===== src/rtl/io_pkg.sv =====
// Shared I/O map and control/status register helpers for memory-mapped board peripherals.
// Latency: none (constants and pure functions only).
// Backpressure: none; the CPU data bus has no stall path into I/O devices.
package io_pkg;

    // Output-side devices
    localparam logic [31:0] IO_HEX_ADDR   = 32'hF0000000;
    localparam logic [31:0] IO_LEDR_ADDR  = 32'hF0000004;

    // Input-side devices
    localparam logic [31:0] IO_KDATA_ADDR = 32'hF0000010;
    localparam logic [31:0] IO_SDATA_ADDR = 32'hF0000014;
    localparam logic [31:0] IO_KCTRL_ADDR = 32'hF0000110;
    localparam logic [31:0] IO_SCTRL_ADDR = 32'hF0000114;

    localparam int READY_BIT   = 0;
    localparam int OVERRUN_BIT = 2;
    localparam int IE_BIT      = 8;

`ifdef IO_IRQ_EN
    localparam logic IRQ_IMPL = 1'b1;
`else
    localparam logic IRQ_IMPL = 1'b0;
`endif

    typedef struct packed {
        logic ready;
        logic overrun;
        logic ie;
    } ctrl_t;

    // Bus image of a control/status register; unused bits read as zero.
    function automatic logic [31:0] ctrl_word(input ctrl_t c);
        logic [31:0] w;
        w              = '0;
        w[READY_BIT]   = c.ready;
        w[OVERRUN_BIT] = c.overrun;
        w[IE_BIT]      = c.ie;
        return w;
    endfunction

    // Next control state. A new value always leaves Ready set, even when the
    // CPU is reading the old value in the same cycle; that read does not count
    // as losing data, so Overrun only sets when no read coincides. A new value
    // also beats an Overrun-clearing write.
    function automatic ctrl_t ctrl_next(input ctrl_t c, input logic evt, input logic rd,
                                        input logic wr, input logic wr_ovr, input logic wr_ie);
        ctrl_t n;
        n = c;
        if (wr && !wr_ovr) n.overrun = 1'b0;
        if (evt && c.ready && !rd) n.overrun = 1'b1;
        if (evt) n.ready = 1'b1;
        else if (rd) n.ready = 1'b0;
        n.ie = IRQ_IMPL & (wr ? wr_ie : c.ie);
        return n;
    endfunction

endpackage


===== src/rtl/sw_debouncer.sv =====
// Debounces a synchronized multi-bit input: output follows input once it has held for DEBOUNCE_CYCLES.
// Latency: stable updates DEBOUNCE_CYCLES+1 edges after raw first shows a new value.
// Backpressure: none; 'changed' is a one-cycle strobe, high in the cycle before stable takes a new value.
module sw_debouncer #(
    parameter int WIDTH           = 10,
    parameter int DEBOUNCE_CYCLES = 500000
) (
    input  logic             clk,
    input  logic             reset,
    input  logic [WIDTH-1:0] raw,
    output logic [WIDTH-1:0] stable,
    output logic             changed
);

    localparam int             CW       = $clog2(DEBOUNCE_CYCLES + 1);
    localparam logic [CW-1:0]  CNT_MAX  = CW'(DEBOUNCE_CYCLES);
    localparam logic [CW-1:0]  CNT_LAST = CW'(DEBOUNCE_CYCLES - 1);

    logic [WIDTH-1:0] last;
    logic [CW-1:0]    cnt;
    logic             settle;

    // The counter runs while raw matches its previous sample, so this is the
    // final qualifying cycle.
    assign settle  = (raw == last) && (cnt == CNT_LAST);
    assign changed = settle && (raw != stable);

    // Stability counter (restarts on any input change, saturates) and debounced output
    always_ff @(posedge clk) begin
        if (reset) begin
            last   <= '0;
            cnt    <= '0;
            stable <= '0;
        end else begin
            last <= raw;
            if (raw != last) cnt <= '0;
            else if (cnt != CNT_MAX) cnt <= cnt + 1'b1;
            if (settle) stable <= raw;
        end
    end

endmodule


===== src/rtl/key_sw_device.sv =====
// Memory-mapped KEY/SW input responder with ready/overrun status and optional interrupt (IO_IRQ_EN).
// Latency: KEY edge to KDATA in 3 edges; SW edge to SDATA in DEBOUNCE_CYCLES+3 edges; reads combinational.
// Backpressure: none; unread values are overwritten and flagged through Overrun.
module key_sw_device
    import io_pkg::*;
#(
    parameter int               DBITS           = 32,
    parameter logic [DBITS-1:0] ADDR_KDATA      = DBITS'(IO_KDATA_ADDR),
    parameter logic [DBITS-1:0] ADDR_KCTRL      = DBITS'(IO_KCTRL_ADDR),
    parameter logic [DBITS-1:0] ADDR_SDATA      = DBITS'(IO_SDATA_ADDR),
    parameter logic [DBITS-1:0] ADDR_SCTRL      = DBITS'(IO_SCTRL_ADDR),
    parameter int               DEBOUNCE_CYCLES = 500000
) (
    input  logic             clk,
    input  logic             reset,
    input  logic [DBITS-1:0] abus,
    input  logic             re,
    input  logic             we,
    input  logic [DBITS-1:0] dbus_in,
    output logic [DBITS-1:0] dbus_out,
    output logic             sel,
    input  logic [3:0]       KEY,
`ifdef IO_IRQ_EN
    output logic             intr,
`endif
    input  logic [9:0]       SW
);

    logic [3:0] key_s1, key_s2, kdata;
    logic [9:0] sw_s1, sw_s2, sdata;
    logic       sw_changed, k_evt;
    logic       hit_kdata, hit_kctrl, hit_sdata, hit_sctrl;
    ctrl_t      kctrl, sctrl;
    logic       unused_wdata;

    assign unused_wdata = ^{dbus_in[DBITS-1:IE_BIT+1], dbus_in[IE_BIT-1:OVERRUN_BIT+1],
                            dbus_in[OVERRUN_BIT-1:0]};

    // Two-flop synchronizers, reset to the idle board levels (keys released, switches low)
    always_ff @(posedge clk) begin
        if (reset) begin
            key_s1 <= '1;
            key_s2 <= '1;
            sw_s1  <= '0;
            sw_s2  <= '0;
        end else begin
            key_s1 <= KEY;
            key_s2 <= key_s1;
            sw_s1  <= SW;
            sw_s2  <= sw_s1;
        end
    end

    sw_debouncer #(
        .WIDTH           (10),
        .DEBOUNCE_CYCLES (DEBOUNCE_CYCLES)
    ) u_sw_debouncer (
        .clk     (clk),
        .reset   (reset),
        .raw     (sw_s2),
        .stable  (sdata),
        .changed (sw_changed)
    );

    assign hit_kdata = (abus == ADDR_KDATA);
    assign hit_kctrl = (abus == ADDR_KCTRL);
    assign hit_sdata = (abus == ADDR_SDATA);
    assign hit_sctrl = (abus == ADDR_SCTRL);
    assign sel       = hit_kdata | hit_kctrl | hit_sdata | hit_sctrl;

    // Keys are active-low on the board; KDATA reports pressed keys as 1
    assign k_evt = (~key_s2 != kdata);

    // KEY data register and both control/status registers
    always_ff @(posedge clk) begin
        if (reset) begin
            kdata <= '0;
            kctrl <= '0;
            sctrl <= '0;
        end else begin
            kdata <= ~key_s2;
            kctrl <= ctrl_next(kctrl, k_evt, re && hit_kdata, we && hit_kctrl,
                               dbus_in[OVERRUN_BIT], dbus_in[IE_BIT]);
            sctrl <= ctrl_next(sctrl, sw_changed, re && hit_sdata, we && hit_sctrl,
                               dbus_in[OVERRUN_BIT], dbus_in[IE_BIT]);
        end
    end

    // Read data mux; zero whenever the address is not ours
    always_comb begin
        dbus_out = '0;
        if (hit_kdata)      dbus_out = DBITS'(kdata);
        else if (hit_kctrl) dbus_out = DBITS'(ctrl_word(kctrl));
        else if (hit_sdata) dbus_out = DBITS'(sdata);
        else if (hit_sctrl) dbus_out = DBITS'(ctrl_word(sctrl));
    end

`ifdef IO_IRQ_EN
    // Registered interrupt request from either enabled, ready source
    always_ff @(posedge clk) begin
        if (reset) intr <= 1'b0;
        else       intr <= (kctrl.ready & kctrl.ie) | (sctrl.ready & sctrl.ie);
    end
`endif

endmodule


===== config.mk =====
export PLATFORM = sky130hd
export DESIGN_NAME = key_sw_device
export DESIGN_NICKNAME = d
export VERILOG_FILES = /design/src/rtl/io_pkg.sv /design/src/rtl/sw_debouncer.sv /design/src/rtl/key_sw_device.sv
export SDC_FILE = /design/constraint.sdc
export NUM_CORES = 1
export LEC_CHECK = 0
export CAP_MARGIN = 25
export CORE_ASPECT_RATIO = 1.75
export CORE_MARGIN = 8
export CORE_UTILIZATION = 45
export DETAILED_ROUTE_END_ITERATION = 8
export GPL_ROUTABILITY_DRIVEN = 0
export PLACE_DENSITY = 0.8
export SLEW_MARGIN = 20
export SYNTH_ARGS = -nofsm -noshare
export SYNTH_HDL_FRONTEND = slang
export SYNTH_HIERARCHICAL = 1
export SYNTH_SLANG_ARGS = --single-unit

===== constraint.sdc =====
create_clock -name clk -period 3.4 [get_ports clk]
set_clock_uncertainty 0.1 [all_clocks]
set_input_delay 1.02 -clock clk [delete_from_list [all_inputs] [get_ports clk]]
set_output_delay 1.02 -clock clk [all_outputs]
set_load 0.02 [all_outputs]

### Word level (Yosys, flattened, before mapping)

Cells that the tools add are included.

| storage, ports and cells | value |
|---|---|
| input port bits | 82 |
| register bits | 77 |

| cells by class | value |
|---|---|
| eq/ne operators | 10 |
| multiplexer cells | 12 |
| reduce and logical (&&, ||, !) cells | 20 |
| bitwise gates (word level) | 4 |
| add/sub/neg operators | 1 |

Operators with widths:

| cell | number |
|---|---|
| 32-bit == test, second input constant | 4 |
| 10-bit 2-to-1 mux | 3 |
| 10-bit != test | 2 |
| 19-bit by 1-bit adder with 19-bit output, second input constant | 1 |
| 19-bit == test, second input constant | 1 |
| 19-bit != test, second input constant | 1 |
| 1-bit logical AND | 12 |
| 10-bit == test | 1 |
| 9-bit 2-to-1 mux | 1 |
| 1-bit 2-to-1 mux | 8 |
| 2-bit nonzero test | 4 |
| 4-bit != test | 1 |
| 4-bit inverter | 1 |
| 1-bit zero test | 3 |
| 1-bit bitwise OR | 3 |
| 2-bit OR reduction | 1 |

### Logic depth before layout (Yosys ltp)

| depth | value |
|---|---|
| word-level depth | 6 |
| gate-level depth with buffers | 6 |

### Hierarchy

The synthesis kept the hierarchy.

By module, submodules not included:

| module | cells an instance | times used | area each (sq um) |
|---|---|---|---|
| sw_debouncer | 195 | 1 | 1851.8 |
| key_sw_device | 154 | 1 | 1488.9 |

### Least setup slack after synthesis

OpenSTA, ideal clock, no wires.

| path | value |
|---|---|
| kind | input to output |
| start | input port abus[19] |
| end | output port dbus_out[1] |
| data required time | 2.280 ns |
| stages | 4 |
| arrival | 2.311 ns |
| setup slack | -0.031 ns |
| path buffers | 0 |
| cell sequence | nor4b_1 -> nand4_1 -> or2_4 -> nor3_1 |

| between the ends | value |
|---|---|
| cells in the longest elaborated chain, start to end | 4 |
| elaborated cells between the ends (all ways) | 6 |
| those cells by class | eq/ne: 3; mux: 3 |

RTL lines:

| element | line | RTL |
|---|---|---|
| start, declared | key_sw_device.sv:16 | `input logic [DBITS-1:0] abus,` |
| 32-bit == test | key_sw_device.sv:67 | `assign hit_sdata = (abus == ADDR_SDATA);` |
| 10-bit 2-to-1 mux | key_sw_device.sv:94 | `else if (hit_sdata) dbus_out = DBITS'(sdata);` |
| 10-bit 2-to-1 mux | key_sw_device.sv:93 | `else if (hit_kctrl) dbus_out = DBITS'(ctrl_word(kctrl));` |
| 10-bit 2-to-1 mux (*) | key_sw_device.sv:92 | `if (hit_kdata) dbus_out = DBITS'(kdata);` |
| end, declared | key_sw_device.sv:20 | `output logic [DBITS-1:0] dbus_out,` |

Every way passes the cells marked *; elsewhere a longest branch is shown, timed or not.

### Final worst setup path

| path | value |
|---|---|
| start | input port abus[12] |
| end | output port dbus_out[9] |

Same word-level chain as after synthesis.

==> impl_metrics.xml <==
<?xml version="1.0" encoding="UTF-8"?>
<metrics>
  <group name="clock_tree">
    <metric name="tritoncts.num_buffers" unit="">9</metric>
    <metric name="path_clk_slew" unit="ps">50</metric>
    <metric name="cts_tree" unit="">yes</metric>
    <metric name="root_buffer" unit="">clkbuf_16</metric>
    <metric name="clock_sinks" unit="">75</metric>
    <metric name="ctsHtreeMaxLevel" unit="">3</metric>
    <metric name="clock_latency" unit="ps">330</metric>
    <metric name="clock_path_buffers" unit="">2</metric>
  </group>
  <group name="status">
    <metric name="status" unit="">finished, final reports clean</metric>
  </group>
  <group name="finish">
    <metric name="count_of_antenna_diodes_in_the_layout" unit="">0</metric>
    <metric name="flow.area_growth_from_synthesis" unit="%">28.7</metric>
    <metric name="fin_nets" unit="">506</metric>
    <metric name="post_layout_nonfiller_instances" unit="">513</metric>
    <metric name="layout_commonest_cell" unit="">dfxtp_1</metric>
    <metric name="final_cell_mix" unit="">dfxtp_1 (75), nor2b_1 (44), conb_1 (22), xor2_1 (20)</metric>
    <metric name="final_core_util" unit="%">59.9</metric>
    <metric name="finish.instance_area" unit="um^2">4300</metric>
    <metric name="post_route_cells_drive_above_1_share" unit="%">23.4</metric>
  </group>
  <group name="die">
    <metric name="dieArea" unit="um^2">10500</metric>
    <metric name="die_x" unit="um">81.1</metric>
    <metric name="fp-row-count" unit="">41</metric>
    <metric name="core_area" unit="um^2">7180</metric>
    <metric name="die_height" unit="um">130</metric>
    <metric name="boundaryPins" unit="">115</metric>
    <metric name="floorplan.initialDensity" unit="%">46.5</metric>
  </group>
  <group name="route">
    <metric name="drt-initial-drc-count" unit="">130</metric>
    <metric name="route.final.wire_length" unit="um">7550</metric>
    <metric name="drt.antenna.violating_nets" unit="">0</metric>
    <metric name="routed_wire_length_per_instance" unit="um">14.7</metric>
    <metric name="dr_total_vias" unit="">2620</metric>
    <metric name="drt_drc_violations_left" unit="">0</metric>
    <metric name="route.detailed.vias_per_inst" unit="">5.11</metric>
    <metric name="drt_pre_antenna_iters" unit="">4</metric>
  </group>
  <group name="power_and_ir_drop">
    <metric name="total_leakage_power" unit="nW">1.74</metric>
    <metric name="p_per_area" unit="nW/um^2">459</metric>
    <metric name="peakVddDrop" unit="uV">413</metric>
  </group>
  <group name="timing">
    <metric name="hold_viol" unit="">0</metric>
    <metric name="final_min_period_over_clock_period" unit="%">99.6</metric>
    <metric name="max_clock_freq" unit="MHz">295</metric>
    <metric name="unrepaired_setup_endpoints_after_global_routing" unit="">yes</metric>
    <metric name="finalSetupViolCount" unit="">0</metric>
    <metric name="tightest_slew" unit="ps">599</metric>
    <metric name="hold_slack" unit="ps">309</metric>
    <metric name="timing.final.crit_period" unit="ps">3390</metric>
    <metric name="final-max-slew-violation-count" unit="">0</metric>
    <metric name="worst_max_slew_margin_expressed_relative_to_the_limit" unit="%">59.7</metric>
  </group>
  <group name="worst_setup_path">
    <metric name="cp_slowest_cell" unit="">or2_4</metric>
    <metric name="end_kind" unit="">output port</metric>
    <metric name="critPathLaunchType" unit="">input port</metric>
    <metric name="critical_path_required" unit="ps">2280</metric>
    <metric name="critPathMaxStageDelay" unit="ps">320</metric>
    <metric name="critical_path.cell_chain" unit="">buf_6 &gt; nor4_4 &gt; nand4_1 &gt; or2_4 &gt; inv_6 &gt; and3_4 &gt; buf_6</metric>
    <metric name="path_common_cell" unit="">buf_6</metric>
    <metric name="cp_max_fo" unit="">7</metric>
    <metric name="worst-endpoint-arrival" unit="ps">2270</metric>
    <metric name="timing_worst_setup_path_type" unit="">in -&gt; out</metric>
  </group>
  <group name="logic_synthesis">
    <metric name="postSynthRegisterBits" unit="">75</metric>
    <metric name="synth_async_sr_flop_share" unit="%">0</metric>
    <metric name="synth_ff_type" unit="">dfxtp_1</metric>
    <metric name="synthesis.area" unit="um^2">3340</metric>
    <metric name="yosysWarningCount" unit="">6</metric>
    <metric name="number_of_enable_type_register_cells_in_the_synthesized_netlist" unit="">0</metric>
    <metric name="post_synth_inst_count" unit="">349</metric>
    <metric name="post_synth_num_cell_types" unit="">41</metric>
    <metric name="postSynthAreaPerCell" unit="um^2">9.57</metric>
    <metric name="synth.yosys.seq_area_share" unit="%">44.9</metric>
  </group>
  <group name="run">
    <metric name="drv.max_cap_violation_count" unit="">0</metric>
  </group>
  <group name="global_route">
    <metric name="grtUsageTotal" unit="%">14.6</metric>
    <metric name="grt-ovfl-total" unit="">0</metric>
    <metric name="first_pass_grt_wire_length" unit="um">12100</metric>
    <metric name="grt_max_degree" unit="">37</metric>
    <metric name="first_global_vias" unit="">2793</metric>
    <metric name="antenna_found_initial" unit="">0</metric>
  </group>
  <group name="place">
    <metric name="dp.cells" unit="">496</metric>
    <metric name="post_dp_cell_area" unit="um^2">4020</metric>
    <metric name="place_hpwl" unit="um">5650</metric>
    <metric name="total_of_buffers_placed_on_input_and_output_ports" unit="">61</metric>
  </group>
  <group name="min_path">
    <metric name="tightest_hold_check_type" unit="">reg -&gt; reg</metric>
  </group>
</metrics>
==> final timing paths <==
| kind | from | to | slack (ps) | cells after the start |
|---|---|---|---|---|
| setup / recovery | abus[12] | dbus_out[9] | 10 | 7 |
| hold / removal | key_s1[1] | key_s2[1] | 310 | 1 |
| setup reg to reg | u_sw_debouncer/cnt[6] | sctrl[2] | 890 | 6 |
| hold reg to reg | key_s1[1] | key_s2[1] | 310 | 1 |
==> layout make-up <==
cell class                 count  area (um^2)
clock buffer                  11          233
clock inverter                 5         53.8
fill                         624         2880
inverter                       8         35.0
multi-input combinational    253         1740
sequential                    75         1500
tap                           86          108
timing repair buffer          75          626
==> layer usage <==
metal	track usage, %	part of all wire [%]
met1	13.8	37
met2	26.8	57
met3	4.82	3.7
met4	7.83	2.5
met5	0	0
==> stage by stage <==
stage          power, mW  TNS (ps)  setup WS, ps
2_1_floorplan       1.04     -62.5         -31.2
3_3_place_gp        1.09     -8780          -825
3_5_place_dp        1.10     -8750          -825
4_1_cts             1.99         0          5.13
5_1_grt             2.05      -412         -64.5
6_report            1.97         0          13.6
==> what timing repair did <==
action	CTS	global route
resized for setup	142	21
setup buffers	1	0
endpoints found under the setup margin	11	11
hold buffers	0	0
pin swaps	11	8
==> state kept, by name, summed over array words and instances, names as in the netlist <==
| signal | flops |
|---|---|
| sctrl | 2 |
| sw_s1 | 10 |
| u_sw_debouncer/stable | 10 |
| key_s2 | 4 |
| u_sw_debouncer/cnt | 19 |
| key_s1 | 4 |
| sw_s2 | 10 |
| kctrl | 2 |
| u_sw_debouncer/last | 10 |
| kdata | 4 |
==> cells in the mapped netlist (3+ instances only) <==
cell type | instances | area [um^2]
dfxtp_1 | 75 | 1500
nor2b_1 | 45 | 282
buf_4 | 22 | 165
xor2_1 | 20 | 175
nor2_1 | 17 | 63.8
xnor2_1 | 13 | 114
a21oi_1 | 12 | 60.1
mux2_2 | 12 | 135
clkbuf_1 | 11 | 41.3
nand4_1 | 11 | 68.8
nor4_1 | 11 | 68.8
o21ai_0 | 11 | 55.1
nand2_1 | 10 | 37.5
or2_2 | 9 | 56.3
and3_1 | 7 | 43.8
inv_1 | 7 | 26.3
nand3_1 | 6 | 30.0
nor3_1 | 6 | 30.0
or3_1 | 6 | 37.5
o31ai_1 | 4 | 30.0
nand2b_1 | 3 | 18.8
or4_1 | 3 | 22.5
==> worst max-delay path: cells and delay by family <==
family                 cells  cell delay [ps]
AND/OR/NAND/NOR            4              950
buffers and inverters      3              290
==> kinds of logic (layout without fill, tap and decap cells) <==
group	count (synthesis)	after routing	synth area share, %
flip-flops	75	75	44.9
AND/OR/NAND/NOR	151	151	28.3
multiplexers	14	14	4.64
AO/OA/AOI/OAI	31	31	5.32
adder cells (fa/ha/maj)	2	2	0.749
other	1	22	0.112
XOR/XNOR	33	33	8.65
buffers and inverters	42	99	7.30
==> where the power goes <==
group / leakage (nW) / switching [mW] / total [mW] / internal, mW
logic: 0.988 / 0.0803 / 0.157 / 0.0767
clock network: 0.143 / 0.336 / 0.901 / 0.565
registers: 0.612 / 0.0122 / 0.916 / 0.904
total: 1.74 / 0.429 / 1.97 / 1.55
(Power assumes the default switching activity.)
